[src/rtl/sram_rr_scheduler.sv]
// -----------------------------------------------------------------------------
// sram_rr_scheduler
//   Round-robin arbiter that shares one SRAM command port between two write
//   channels (W0, W1) and two read channels (R0, R1). Commands pass through a
//   single command register (CR). In-flight reads are tracked by an in-order
//   tag queue, so returned data is steered to the read channel that asked.
//
// Handshake semantics (all interfaces):
//   - FIFO side: *_valid means "FIFO not empty, head word visible"; *_ready
//     is a one-cycle pop strobe issued only in the cycle the channel is
//     granted.
//   - SRAM side: a command transfers on a rising edge where sram_addr_valid
//     and sram_ready are both 1. While valid is high and ready is low, the
//     command fields are held stable.
//
// Ports:
//   sram_clock, reset          clock, synchronous active-high reset
//   w0_*/w1_*                  write FIFOs {mask[53:50], addr[49:32], data}
//   r0_req_*/r1_req_*          read-address FIFOs
//   r0_resp_*/r1_resp_*        response FIFO write side (+ almost-full)
//   sram_*                     SRAM command / read-data port
//   err_unexpected             sticky: read data arrived with no tag queued
// -----------------------------------------------------------------------------
module sram_rr_scheduler #(
  parameter int MAX_OUTSTANDING = 4
) (
  input  logic        sram_clock,
  input  logic        reset,
  input  logic        w0_valid,
  output logic        w0_ready,
  input  logic [53:0] w0_data,
  input  logic        w1_valid,
  output logic        w1_ready,
  input  logic [53:0] w1_data,
  input  logic        r0_req_valid,
  output logic        r0_req_ready,
  input  logic [17:0] r0_req_addr,
  input  logic        r1_req_valid,
  output logic        r1_req_ready,
  input  logic [17:0] r1_req_addr,
  input  logic        r0_resp_afull,
  output logic        r0_resp_valid,
  output logic [31:0] r0_resp_data,
  input  logic        r1_resp_afull,
  output logic        r1_resp_valid,
  output logic [31:0] r1_resp_data,
  output logic        sram_addr_valid,
  input  logic        sram_ready,
  output logic [17:0] sram_addr,
  output logic [31:0] sram_data_in,
  output logic [3:0]  sram_write_mask,
  input  logic [31:0] sram_data_out,
  input  logic        sram_data_out_valid,
  output logic        err_unexpected
);

  localparam int TAG_AW = $clog2(MAX_OUTSTANDING);
  localparam int CNT_W  = TAG_AW + 1;

  // Ring index: 0=W0, 1=W1, 2=R0, 3=R1. Bit 1 set means a read channel,
  // bit 0 selects channel 0/1 within the pair.
  logic [1:0]        r_ptr;
  logic              r_cr_full;
  logic [17:0]       r_cr_addr;
  logic [31:0]       r_cr_data;
  logic [3:0]        r_cr_mask;
  logic              r_tags [MAX_OUTSTANDING];
  logic [TAG_AW-1:0] r_tag_wr;
  logic [TAG_AW-1:0] r_tag_rd;
  logic [CNT_W-1:0]  r_tag_cnt;
  logic              r_resp_v0;
  logic              r_resp_v1;
  logic [31:0]       r_resp_data;
  logic              r_err;

  logic              w_loadable;
  logic              w_tag_room;
  logic [3:0]        w_elig;
  logic              w_grant_any;
  logic [1:0]        w_grant_idx;
  logic [3:0]        w_gnt;
  logic              w_is_read;
  logic [53:0]       w_wentry;
  logic [17:0]       w_raddr;
  logic              w_load;
  logic              w_push;
  logic              w_pop;
  logic              w_head_tag;

  // CR can take a new command when empty or when its current one leaves now.
  assign w_loadable = ~r_cr_full | sram_ready;
  // Occupancy is judged before this cycle's push/pop.
  assign w_tag_room = (r_tag_cnt < CNT_W'(MAX_OUTSTANDING));

  assign w_elig[0] = w0_valid;
  assign w_elig[1] = w1_valid;
  assign w_elig[2] = r0_req_valid & ~r0_resp_afull & w_tag_room;
  assign w_elig[3] = r1_req_valid & ~r1_resp_afull & w_tag_room;

  // First eligible channel at or after the pointer wins.
  always_comb begin
    w_grant_any = 1'b0;
    w_grant_idx = 2'd0;
    for (int i = 0; i < 4; i++) begin
      if (!w_grant_any && w_elig[r_ptr + 2'(i)]) begin
        w_grant_any = 1'b1;
        w_grant_idx = r_ptr + 2'(i);
      end
    end
    w_grant_any = w_grant_any & w_loadable & ~reset;
  end

  assign w_gnt        = w_grant_any ? (4'b0001 << w_grant_idx) : 4'b0000;
  assign w0_ready     = w_gnt[0];
  assign w1_ready     = w_gnt[1];
  assign r0_req_ready = w_gnt[2];
  assign r1_req_ready = w_gnt[3];

  assign w_is_read = w_grant_idx[1];
  assign w_wentry  = w_grant_idx[0] ? w1_data : w0_data;
  assign w_raddr   = w_grant_idx[0] ? r1_req_addr : r0_req_addr;
  // A zero-mask write is popped and consumes its turn but never reaches SRAM.
  assign w_load    = w_grant_any & (w_is_read | (w_wentry[53:50] != 4'b0000));
  assign w_push    = w_grant_any & w_is_read;
  assign w_pop     = sram_data_out_valid & (r_tag_cnt != '0);
  assign w_head_tag = r_tags[r_tag_rd];

  always_ff @(posedge sram_clock) begin
    if (reset) begin
      r_ptr       <= 2'd0;
      r_cr_full   <= 1'b0;
      r_cr_addr   <= '0;
      r_cr_data   <= '0;
      r_cr_mask   <= '0;
      r_tag_wr    <= '0;
      r_tag_rd    <= '0;
      r_tag_cnt   <= '0;
      r_resp_v0   <= 1'b0;
      r_resp_v1   <= 1'b0;
      r_resp_data <= '0;
      r_err       <= 1'b0;
    end else begin
      if (w_grant_any) begin
        r_ptr <= w_grant_idx + 2'd1;
      end
      if (w_loadable) begin
        r_cr_full <= w_load;
        if (w_load) begin
          if (w_is_read) begin
            r_cr_addr <= w_raddr;
            r_cr_data <= 32'd0;
            r_cr_mask <= 4'b0000;
          end else begin
            r_cr_addr <= w_wentry[49:32];
            r_cr_data <= w_wentry[31:0];
            r_cr_mask <= w_wentry[53:50];
          end
        end
      end
      case ({w_push, w_pop})
        2'b10:   r_tag_cnt <= r_tag_cnt + CNT_W'(1);
        2'b01:   r_tag_cnt <= r_tag_cnt - CNT_W'(1);
        default: r_tag_cnt <= r_tag_cnt;
      endcase
      if (w_push) begin
        r_tag_wr <= r_tag_wr + TAG_AW'(1);
      end
      if (w_pop) begin
        r_tag_rd <= r_tag_rd + TAG_AW'(1);
      end
      r_resp_v0 <= w_pop & ~w_head_tag;
      r_resp_v1 <= w_pop & w_head_tag;
      if (sram_data_out_valid) begin
        r_resp_data <= sram_data_out;
      end
      if (sram_data_out_valid && (r_tag_cnt == '0)) begin
        r_err <= 1'b1;
      end
    end
  end

  // Tag storage needs no reset: entries are only read behind the count.
  always_ff @(posedge sram_clock) begin
    if (w_push) begin
      r_tags[r_tag_wr] <= w_grant_idx[0];
    end
  end

  assign sram_addr_valid = r_cr_full;
  assign sram_addr       = r_cr_addr;
  assign sram_data_in    = r_cr_data;
  assign sram_write_mask = r_cr_mask;
  assign r0_resp_valid   = r_resp_v0;
  assign r1_resp_valid   = r_resp_v1;
  assign r0_resp_data    = r_resp_data;
  assign r1_resp_data    = r_resp_data;
  assign err_unexpected  = r_err;

endmodule

[config.mk]
export PLATFORM = sky130hd
export DESIGN_NAME = sram_rr_scheduler
export DESIGN_NICKNAME = d
export VERILOG_FILES = /design/src/rtl/sram_rr_scheduler.sv
export SDC_FILE = /design/constraint.sdc
export NUM_CORES = 1
export LEC_CHECK = 0
export CAP_MARGIN = 20
export CORE_UTILIZATION = 35
export DETAILED_ROUTE_END_ITERATION = 8
export GPL_TIMING_DRIVEN = 0
export PLACE_DENSITY = 0.73
export SLEW_MARGIN = 20
export SYNTH_ARGS = -nofsm -noshare
export SYNTH_HDL_FRONTEND = slang
export SYNTH_SLANG_ARGS = --single-unit
[constraint.sdc]
create_clock -name sram_clock -period 3.9 [get_ports sram_clock]
set_input_delay 0.585 -clock sram_clock [delete_from_list [all_inputs] [get_ports sram_clock]]
set_output_delay 0.585 -clock sram_clock [all_outputs]
set_load 0.005 [all_outputs]
Word-level counts from Yosys, hierarchy flattened --
Memory sizes are Yosys's and may differ from the RTL's. A register that Yosys moved wholly into a read port is not among the register bits. Index checks and enable logic that the tools add are counted.
Storage, ports and cells: memories kept 1, RAM bits 4, input bits 186, register bits after elaboration 99, output and inout port bits 126, word-level logic and storage cells 86
Memory list:
- r_tags | depth 4, bits a word 1, read ports 1, clocked after memory_dff 1, write ports 1, RTL line 67 | logic r_tags [MAX_OUTSTANDING];
Operators by class: add/subtract/negate cells 8, mux-type cells 27, reductions and logical operators 12, equal/unequal tests 2, bitwise operators 18, shifts and indexed selects 1, magnitude comparators 5
Operator list (count):
- $mux 54 | 1
- $mux 18 | 2
- $mux 32 | 1
- $lt 2x3->1 const B | 4
- $mux 2 | 6
- $and 1x1->1 | 11
- $mux 1 | 10
- $add 2x1->2 const B | 4
- $bmux 1 s2 | 4
- $mux 4 | 2
- $pmux 3 s2 | 1
- $not 1->1 | 5
- $add 2x2->2 const B | 2
- $logic_and 1x1->1 | 4
- $reduce_bool 4->1 | 1
- $shl 1x2->4 const A | 1
- $add 3x1->3 const B | 1
- $logic_not 1->1 | 3
- $logic_not 3->1 | 1
- $lt 3x3->1 const B | 1
- $reduce_bool 3->1 | 1
- $sub 3x1->3 const B | 1
- $eq 2x1->1 const B | 1
- $eq 2x2->1 const B | 1
- 3 further kinds | 4

Logic depth before layout (Yosys ltp) --
Gate-level depths: netlist of run 1.
word-level depth 20, mapped depth 13, gate-level depth less buffers 12

Worst setup path after synthesis of run 1 --
Ideal clock, no wire load.
kind input to output, start point in r1_req_valid, end point out r0_req_ready, buffers on the path 1, arrival 2.235 ns, path slack 1.080 ns, stages 8, cell sequence nor3b_2 > nor4_2 > nor3_2 > nor2_1 > clkbuf_1 > inv_1 > ha_1 > and2_1
Between the ends: elaborated cells between the ends (all ways) 28
RTL lines:
- from (decl) | RTL line 38 | input logic r1_req_valid,
- $and 1x1->1 (*) (2 in a row) | RTL line 98 | assign w_elig[3] = r1_req_valid & ~r1_resp_afull & w_tag_room;
- $bmux 1 s2 | RTL line 105 | if (!w_grant_any && w_elig[r_ptr + 2'(i)]) begin
- $mux 1 (not written as such) | RTL line 105
- $mux 1 | RTL line 105
- $logic_not 1->1 | RTL line 105
- $logic_and 1x1->1 | RTL line 105
- $mux 1 | RTL line 105
- $logic_not 1->1 | RTL line 105
- $logic_and 1x1->1 | RTL line 105
- $mux 1 | RTL line 105
- $logic_not 1->1 | RTL line 105
- $logic_and 1x1->1 | RTL line 105
- $mux 2 (*) | RTL line 105
- net w_grant_idx[0] | RTL line 80 | logic [1:0] w_grant_idx;
- $shl 1x2->4 (*) | RTL line 113 | assign w_gnt = w_grant_any ? (4'b0001 << w_grant_idx) : 4'b0000;
- $mux 4 (*) | RTL line 113
- to (decl) | RTL line 36 | output logic r0_req_ready,
The timed path passes the listed nets; every way through them passes the cells marked *. The select of a mux whose other input is x is not followed.

Worst setup path in the final report of run 1 --
start point in w1_valid, end point out w0_ready
Between the ends: elaborated cells between the ends (all ways) 26
RTL lines:
- from (decl) | RTL line 32 | input logic w1_valid,
- $bmux 1 s2 | RTL line 105
- $mux 1 (not written as such) | RTL line 105
- $mux 1 | RTL line 105
- $logic_not 1->1 | RTL line 105
- $logic_and 1x1->1 | RTL line 105
- $mux 1 | RTL line 105
- $logic_not 1->1 | RTL line 105
- $logic_and 1x1->1 | RTL line 105
- $mux 1 | RTL line 105
- $logic_not 1->1 | RTL line 105
- $logic_and 1x1->1 | RTL line 105
- $mux 2 (*) | RTL line 105
- net w_grant_idx[0] | RTL line 80
- $shl 1x2->4 (*) | RTL line 113
- $mux 4 (*) | RTL line 113
- to (decl) | RTL line 30 | output logic w0_ready,
Marks and branches as above.

==> run_results.csv, run 1 <==
group,metric,value,unit
critical_path,cp-endpoint,"w0_ready",
clocking,hold_buffers,0,
cells_and_area,stdcell_count,1157,
clocking,cts_tree,"yes",
placement,hpwl,14800,um
placement,portBuffers,310,
synthesis,synth.distinct_cells,45,
critical_path,path_class,"input pin to primary output",
power,p_sw,1.01,mW
clocking,htree_levels,3,
cells_and_area,postLayoutCellArea,0.00950,sq mm
power,switching_share,0.299,
timing,rsz0062_at_grt,"false",
critical_path,critPathMaxStageDelay,580,ps
cells_and_area,nets,1132,
clocking,path_clk_slew,70,ps
critical_path,critPathLaunch,"w1_valid",
outcome,status,"finished, final reports clean",
detailed_routing,vias_per_cell,4.83,
synthesis,mappedNetlistNets,809,
cells_and_area,layout-drive-gt1-share,0.133,
synthesis,synth_edf_count,4,
power,p_per_area,356,mW/mm^2
detailed_routing,wl_per_cell,16.2,um
timing,min_period_over_period,0.947,
detailed_routing,drt-total-wl,18700,um
critical_path,worst-path-stages,10,
critical_path,cp_num_buf_inv,5,
critical_path,crit_arrival,3110,ps
timing,setup_viol,0,
clocking,clock_sinks,105,
power,power_leakage,3.73,nW
grt,grt.overflow.total,0,
critical_path,reg2regPathDepth,13,
power,power_frac_seq,0.380,
synthesis,netlist_area,0.00582,sq mm
power,p_comb_frac,0.368,
synthesis,synthArstFlopShare,0,
critical_path,endpoint_kind,"primary output",
flow_run,drv_cap,0,
timing,finalHoldViolations,0,
floorplan,start_util,0.362,
grt,antenna_found_initial,0,
timing,relSlewSlack,0.444,
floorplan,die_w,131,um
synthesis,yosysTopAreaCell,"dfxtp_1",
critical_path,r2r_end,"r_tag_cnt[2]$_SDFFE_PP0P_",
clocking,clk_root_buffer_cell,"clkbuf_16",
timing,timing.final.crit_period,3690,ps
timing,max_freq,271,MHz
synthesis,synth-seq-area-share,0.368,
floorplan,core,0.0161,sq mm
timing,skew,6.40,ps
critical_path,crit_chain,"clkdlybuf4s50_1, inv_2, nor4_2, nor3_4, nor2_1, buf_6, inv_1, ha_1, and2_1, clkdlybuf4s50_1",
cells_and_area,layout_commonest_cell,"clkdlybuf4s50_1",
critical_path,crit_path_top_delay_cell,"clkdlybuf4s50_1",
timing,tightest_slew,828,ps
critical_path,cp_top_family,"buffers and inverters",
clocking,clk_latency,350,ps
power,p_int,2.37,mW
floorplan,chipHeight,131,um
power,ir_drop,195,uV
critical_path,critPathMostFrequentCell,"clkdlybuf4s50_1",
detailed_routing,drc,0,
detailed_routing,drt_iter0_drc,168,
placement,gp_congestion,0.800,
critical_path,path_max_fanout,15,
critical_path,setup.worst_path.start_class,"input pin",
synthesis,synthCells,613,
power,power.total,3.38,mW
clocking,cts_inserted_buffers,9,
timing,slew_violations,0,
grt,grt_max_degree,20,
grt,grt_pass1_wl,28300,um
detailed_routing,first_pass_iters,5,
detailed_routing,ant_nets,0,
min_path,hold_class,"register to register",
placement,place_area,0.00919,sq mm
detailed_routing,via_count,5588,
floorplan,rows,46,
synthesis,yosys_warnings,0,
floorplan,boundaryPins,312,
critical_path,required,3310,ps
synthesis,avgSynthCellArea,9.49,sq um
cells_and_area,area_delta_synth_final,63.3,%
grt,grtUsageTotal,0.218,
synthesis,synth_seq_cells,105,
critical_path,reg2reg_slack,1120,ps
grt,grt_pass1_vias,5377,
synthesis,synth_ff_type,"dfxtp_1",
synthesis,synthTopCellsByArea,"dfxtp_1, mux2i_1, mux2_4",
cells_and_area,antenna_cells,0,
placement,dp.cells,1139,
power,pwr-share-clk,0.252,
synthesis,netlist.area_leader.share,0.348,
cells_and_area,final_cell_mix,"clkdlybuf4s50_1, dfxtp_1, mux2i_1, o21ai_0, a21oi_1",
clocking,clock_path_buffers,2,
critical_path,r2r-start,"r_ptr[0]$_SDFFE_PP0P_",
floorplan,die_area,0.0171,sq mm
timing,timing.setup.tns,0,ps
[synth_stat cells (2+ instances only)]
cell type / number
a21oi_1: 44
buf_6: 2
inv_1: 13
mux2i_1: 70
mux2_4: 31
or3_1: 3
or4_1: 2
buf_2: 7
nor2b_1: 34
o31ai_1: 2
buf_12: 3
nor3_1: 3
xor2_1: 3
o21ai_1: 10
xnor2_1: 2
o21ai_0: 45
inv_2: 2
nand3_1: 35
ha_1: 9
edfxtp_1: 4
and2_1: 5
clkbuf_1: 32
o32ai_1: 2
nand2b_1: 6
mux2_2: 21
nand2_1: 4
dfxtp_1: 101
buf_1: 5
nor2_1: 43
o311ai_0: 14
o311ai_1: 4
buf_4: 33
o21a_1: 3
and3_1: 5
[power groups by stage]
stage / registers, mW / logic, mW / clock network, mW
after floorplan: 1.30 / 0.621 / 0
final: 1.28 / 1.24 / 0.852
after global routing: 1.30 / 1.36 / 0.923
after global placement: 1.30 / 1.22 / 0
after CTS: 1.28 / 1.24 / 0.873
after detailed placement: 1.30 / 1.23 / 0
[routing by layer]
metal / track usage / vias up / wire, um
met5: 0 / - / 0
met4: 0.0859 / 0 / 436
met3: 0.0668 / 33 / 1440
met2: 0.378 / 221 / 9190
met1: 0.251 / 2550 / 7660
li1: - / 2784 / -
[tightest hold or removal path, cell delays in order (launching register included)]
cell     delay (ps)
dfxtp_1         330
a21oi_1          40
nor2_1           70
[stage by stage]
stage | utilization | setup slack [ps] | hold slack [ps]
after floorplan | - | 1080 | 460
after global placement | 0.572 | -535 | 448
after detailed placement | 0.572 | -556 | 456
after CTS | 0.590 | 23.3 | 474
after global routing | 0.592 | 41.6 | 497
final | 0.592 | 206 | 468
[flip-flops by register name (all words and copies together), names as in the netlist, named ones only]
register / flops
err_unexpected: 1
r0_resp_valid: 1
r_tag_rd: 2
r_tag_cnt: 3
sram_data_in: 32
sram_addr_valid: 1
r_tag_wr: 2
sram_write_mask: 4
sram_addr: 18
r1_resp_valid: 1
r0_resp_data: 32
r_ptr: 2
r_tags: 4
[worst min-delay path by stage]
| stage | startpoint | end | cells after the start |
|---|---|---|---|
| finish | err_unexpected$_SDFFE_PP0P_ | err_unexpected$_SDFFE_PP0P_ | 2 |
| global route | sram_addr[14]$_SDFFE_PP0P_ | sram_addr[14]$_SDFFE_PP0P_ | 2 |
| detailed placement | err_unexpected$_SDFFE_PP0P_ | err_unexpected$_SDFFE_PP0P_ | 2 |
| floorplan | err_unexpected$_SDFFE_PP0P_ | err_unexpected$_SDFFE_PP0P_ | 2 |
| CTS | err_unexpected$_SDFFE_PP0P_ | err_unexpected$_SDFFE_PP0P_ | 2 |
| global placement | err_unexpected$_SDFFE_PP0P_ | err_unexpected$_SDFFE_PP0P_ | 2 |
[area by class of cell]
cell class,instances,area (sq um)
fillers,1407,6560
multi-input cells,411,3130
repair buffers,313,3130
flip-flops and latches,105,2140
plain buffers,81,508
well taps,216,270
clock buffers,10,229
inverters,15,56.3
clock inverters,6,42.5
[cells by family after synthesis]
family | Yosys count | synth area share
simple gates | 145 | 0.132
xor+xnor | 5 | 0.00753
compound gates | 128 | 0.128
flops | 105 | 0.368
mux | 123 | 0.245
buf+inv | 97 | 0.0963
fa+ha+maj | 10 | 0.0228
[timing repair]
action | 4_1_cts | 5_1_grt
pin swaps | 1 | 0
hold endpoints to repair | 0 | 0
endpoints found under the setup margin | 4 | 2
resized for setup | 4 | 3
setup buffers | 1 | 2
(Power assumes the default switching activity.)
==> inputs of run 2 (changes only) <==
--- a/config.mk
+++ b/config.mk
@@ -7,2 +7,3 @@
 export LEC_CHECK = 0
+export ABC_AREA = 1
 export CAP_MARGIN = 20
@@ -11,3 +12,3 @@
 export GPL_TIMING_DRIVEN = 0
-export PLACE_DENSITY = 0.73
+export PLACE_DENSITY = 0.74
 export SLEW_MARGIN = 20
==> constraint.sdc (replaced) <==
create_clock -name sram_clock -period 3.9 [get_ports sram_clock]
set_input_delay 0.78 -clock sram_clock [delete_from_list [all_inputs] [get_ports sram_clock]]
set_output_delay 0.78 -clock sram_clock [all_outputs]
set_load 0.005 [all_outputs]
==> run_results.csv, run 2 <==
group,metric,value,unit
floorplan,die_w,130,um
timing,tightest_slew,604,ps
min_path,hold_class,"register to register",
critical_path,path_class,"input pin to primary output",
detailed_routing,wl_per_cell,14.9,um
power,p_int,4.00,mW
clocking,clk_latency,360,ps
cells_and_area,register_area,0.00214,sq mm
synthesis,synthCells,892,
cells_and_area,nets,1416,
timing,timing.setup.tns,0,ps
floorplan,chipHeight,130,um
critical_path,required,3120,ps
grt,grt_max_degree,18,
critical_path,path_max_fanout,16,
cells_and_area,multi_input_area,0.00293,sq mm
synthesis,synth_fa_ha_area_frac,0.0233,
cells_and_area,antenna_cells,0,
cells_and_area,layout-drive-gt1-share,0.0784,
timing,finalHoldViolations,0,
critical_path,setup.worst_path.start_class,"input pin",
grt,grt.overflow.total,0,
detailed_routing,first_pass_iters,4,
synthesis,synthArstFlopShare,0,
outcome,status,"finished, final reports clean",
clocking,cts_inserted_buffers,9,
critical_path,critPathMaxStageDelay,450,ps
critical_path,endpoint_kind,"primary output",
synthesis,avgSynthCellArea,6.38,sq um
synthesis,synth_top_family_by_area,"simple AND/OR/NAND/NOR gates",
critical_path,critPathMostFrequentCell,"nor2_1",
critical_path,cp_num_buf_inv,4,
cells_and_area,final_cell_mix,"clkdlybuf4s50_1, nand2_1, nor2_1, dfxtp_1, o21ai_0",
grt,grt_pass1_vias,6398,
power,p_per_area,773,mW/mm^2
cells_and_area,area_delta_synth_final,66.9,%
placement,portBuffers,310,
clocking,hold_buffers,0,
detailed_routing,ant_nets,0,
synthesis,synth_seq_cells,105,
grt,antenna_found_initial,0,
placement,gp_congestion,0.837,
detailed_routing,via_count,6789,
grt,grtUsageTotal,0.252,
flow_run,drv_cap,0,
synthesis,synth_mux_area_frac,0,
timing,min_period_over_period,0.998,
timing,slew_violations,0,
clocking,clock_sinks,105,
synthesis,netlist.area_leader.share,0.355,
synthesis,synth.distinct_cells,27,
cells_and_area,postLayoutCellArea,0.00950,sq mm
power,switching_share,0.455,
floorplan,start_util,0.358,
synthesis,synth_edf_count,4,
power,power_leakage,4.08,nW
detailed_routing,vias_per_cell,4.71,
floorplan,rows,46,
synthesis,synth_compound_area_frac,0.133,
detailed_routing,drc,0,
synthesis,yosysMostFrequentCell,"nand2_1",
power,p_sw,3.34,mW
synthesis,synthSimpleGateAreaFrac,0.355,
timing,relSlewSlack,0.597,
critical_path,crit_arrival,3110,ps
synthesis,netlist_area,0.00569,sq mm
floorplan,core,0.0159,sq mm
power,power_frac_seq,0.226,
critical_path,crit_chain,"clkdlybuf4s50_1, nor2_1, nand3_1, nand3_1, nand2_2, nand2_1, nand2_1, nor2_1, nand2_2, nand2_4, clkinv_8, ha_1, inv_1, nor2_1, clkdlybuf4s50_1",
clocking,path_clk_slew,70,ps
synthesis,synthXorXnorAreaFrac,0,
cells_and_area,layout_commonest_cell,"clkdlybuf4s50_1",
floorplan,die_area,0.0168,sq mm
timing,rsz0062_at_grt,"true",
grt,grt_pass1_wl,32000,um
timing,timing.final.crit_period,3890,ps
timing,max_freq,257,MHz
power,pwr-share-clk,0.118,
clocking,cts_tree,"yes",
placement,place_area,0.00906,sq mm
synthesis,synthTopCellsByArea,"dfxtp_1, nand2_1, nor2_1",
synthesis,mappedNetlistNets,1088,
synthesis,yosys-top-cells-count,"nand2_1, nor2_1, dfxtp_1",
detailed_routing,drt_iter0_drc,332,
timing,setup_viol,0,
critical_path,crit_path_top_delay_cell,"clkdlybuf4s50_1",
synthesis,synth-seq-area-share,0.376,
timing,skew,9.25,ps
detailed_routing,drt-total-wl,21500,um
power,p_comb_frac,0.656,
critical_path,cp_top_family,"simple AND/OR/NAND/NOR gates",
cells_and_area,fill_cells,1559,
synthesis,synth_ff_type,"dfxtp_1",
power,ir_drop,324,uV
clocking,htree_levels,3,
floorplan,boundaryPins,312,
placement,hpwl,16500,um
clocking,clk_root_buffer_cell,"clkbuf_16",
power,power.total,7.34,mW
synthesis,yosysTopAreaCell,"dfxtp_1",
clocking,clock_path_buffers,2,
synthesis,yosys_warnings,0,
## run 2: changes by cell type in the layout (fill, tap and decap cells not counted), moves of 21 or more
cell	before	now
a21oi_1	44	69
mux2_2	21	0
mux2_4	31	0
mux2i_1	70	0
nand2_1	4	255
nand3_1	35	66
nor2_1	43	173
nor2b_1	34	0
o21ai_0	45	71
## run 2: per-stage QoR
step           cells  worst slack [ps]   util  hold WS [ps]
6_report        1441              7.04  0.598           466
5_1_grt         1441              -110  0.598           487
4_1_cts         1438              1.57  0.595           465
3_5_place_dp    1418              -786  0.571           455
3_3_place_gp    1418              -766  0.571           448
2_1_floorplan    892               787      -           436
## run 2: cells by family after synthesis
group | after synthesis
DFF | 105
AOI/OAI and AO/OA | 148
buffers and inverters | 121
and+or+nand+nor | 508
adders and majority gates | 10
## run 2: final cells by class
type,count,share of cell area
Timing Repair Buffer,320,0.337
Buffer,88,0.0570
Clock buffer,12,0.0260
Tap cell,216,0.0285
Inverter,30,0.0136
Sequential cell,105,0.226
Multi-Input combinational cell,666,0.309
Clock inverter,4,0.00329
## run 2: repair_timing
| item | in CTS | in global routing |
|---|---|---|
| gates cloned | 1 | 0 |
| setup endpoints to repair | 4 | 3 |
| setup buffers | 6 | 3 |
| gates resized for setup | 15 | 6 |
| pin swaps | 4 | 4 |
## run 2: power by group through the flow
stage                     sequential (mW)  combinational, mW  clock (mW)
after floorplan                      1.68               2.67           0
after CTS                            1.66               4.80       0.891
after global placement               1.66               4.48           0
after detailed placement             1.68               4.52           0
final                                1.66               4.82       0.868
after global routing                 1.70               5.37       0.936
## run 2: metal layers
metal / global-route usage / up-vias / part of all wire
li1: - / 3469 / -
met1: 0.276 / 3001 / 0.40
met2: 0.450 / 277 / 0.48
met3: 0.0747 / 42 / 0.091
met4: 0.114 / 0 / 0.032
met5: 0 / - / 0
## run 2: worst paths after layout
check             slack [ps]  depth (start not counted)                  startpoint                    endpoint
hold reg to reg          470                          2  sram_addr[15]$_SDFFE_PP0P_  sram_addr[15]$_SDFFE_PP0P_
hold / removal           470                          2  sram_addr[15]$_SDFFE_PP0P_  sram_addr[15]$_SDFFE_PP0P_
setup reg to reg         590                         16       r_ptr[0]$_SDFFE_PP0P_   r_tag_cnt[2]$_SDFFE_PP0P_
setup / recovery           7                         15               r1_resp_afull                    w0_ready
## run 2: worst min-delay path: stages, from the launching register on
cell and delay, ps:
dfxtp_1 310, nand2_1 60, a21oi_1 50
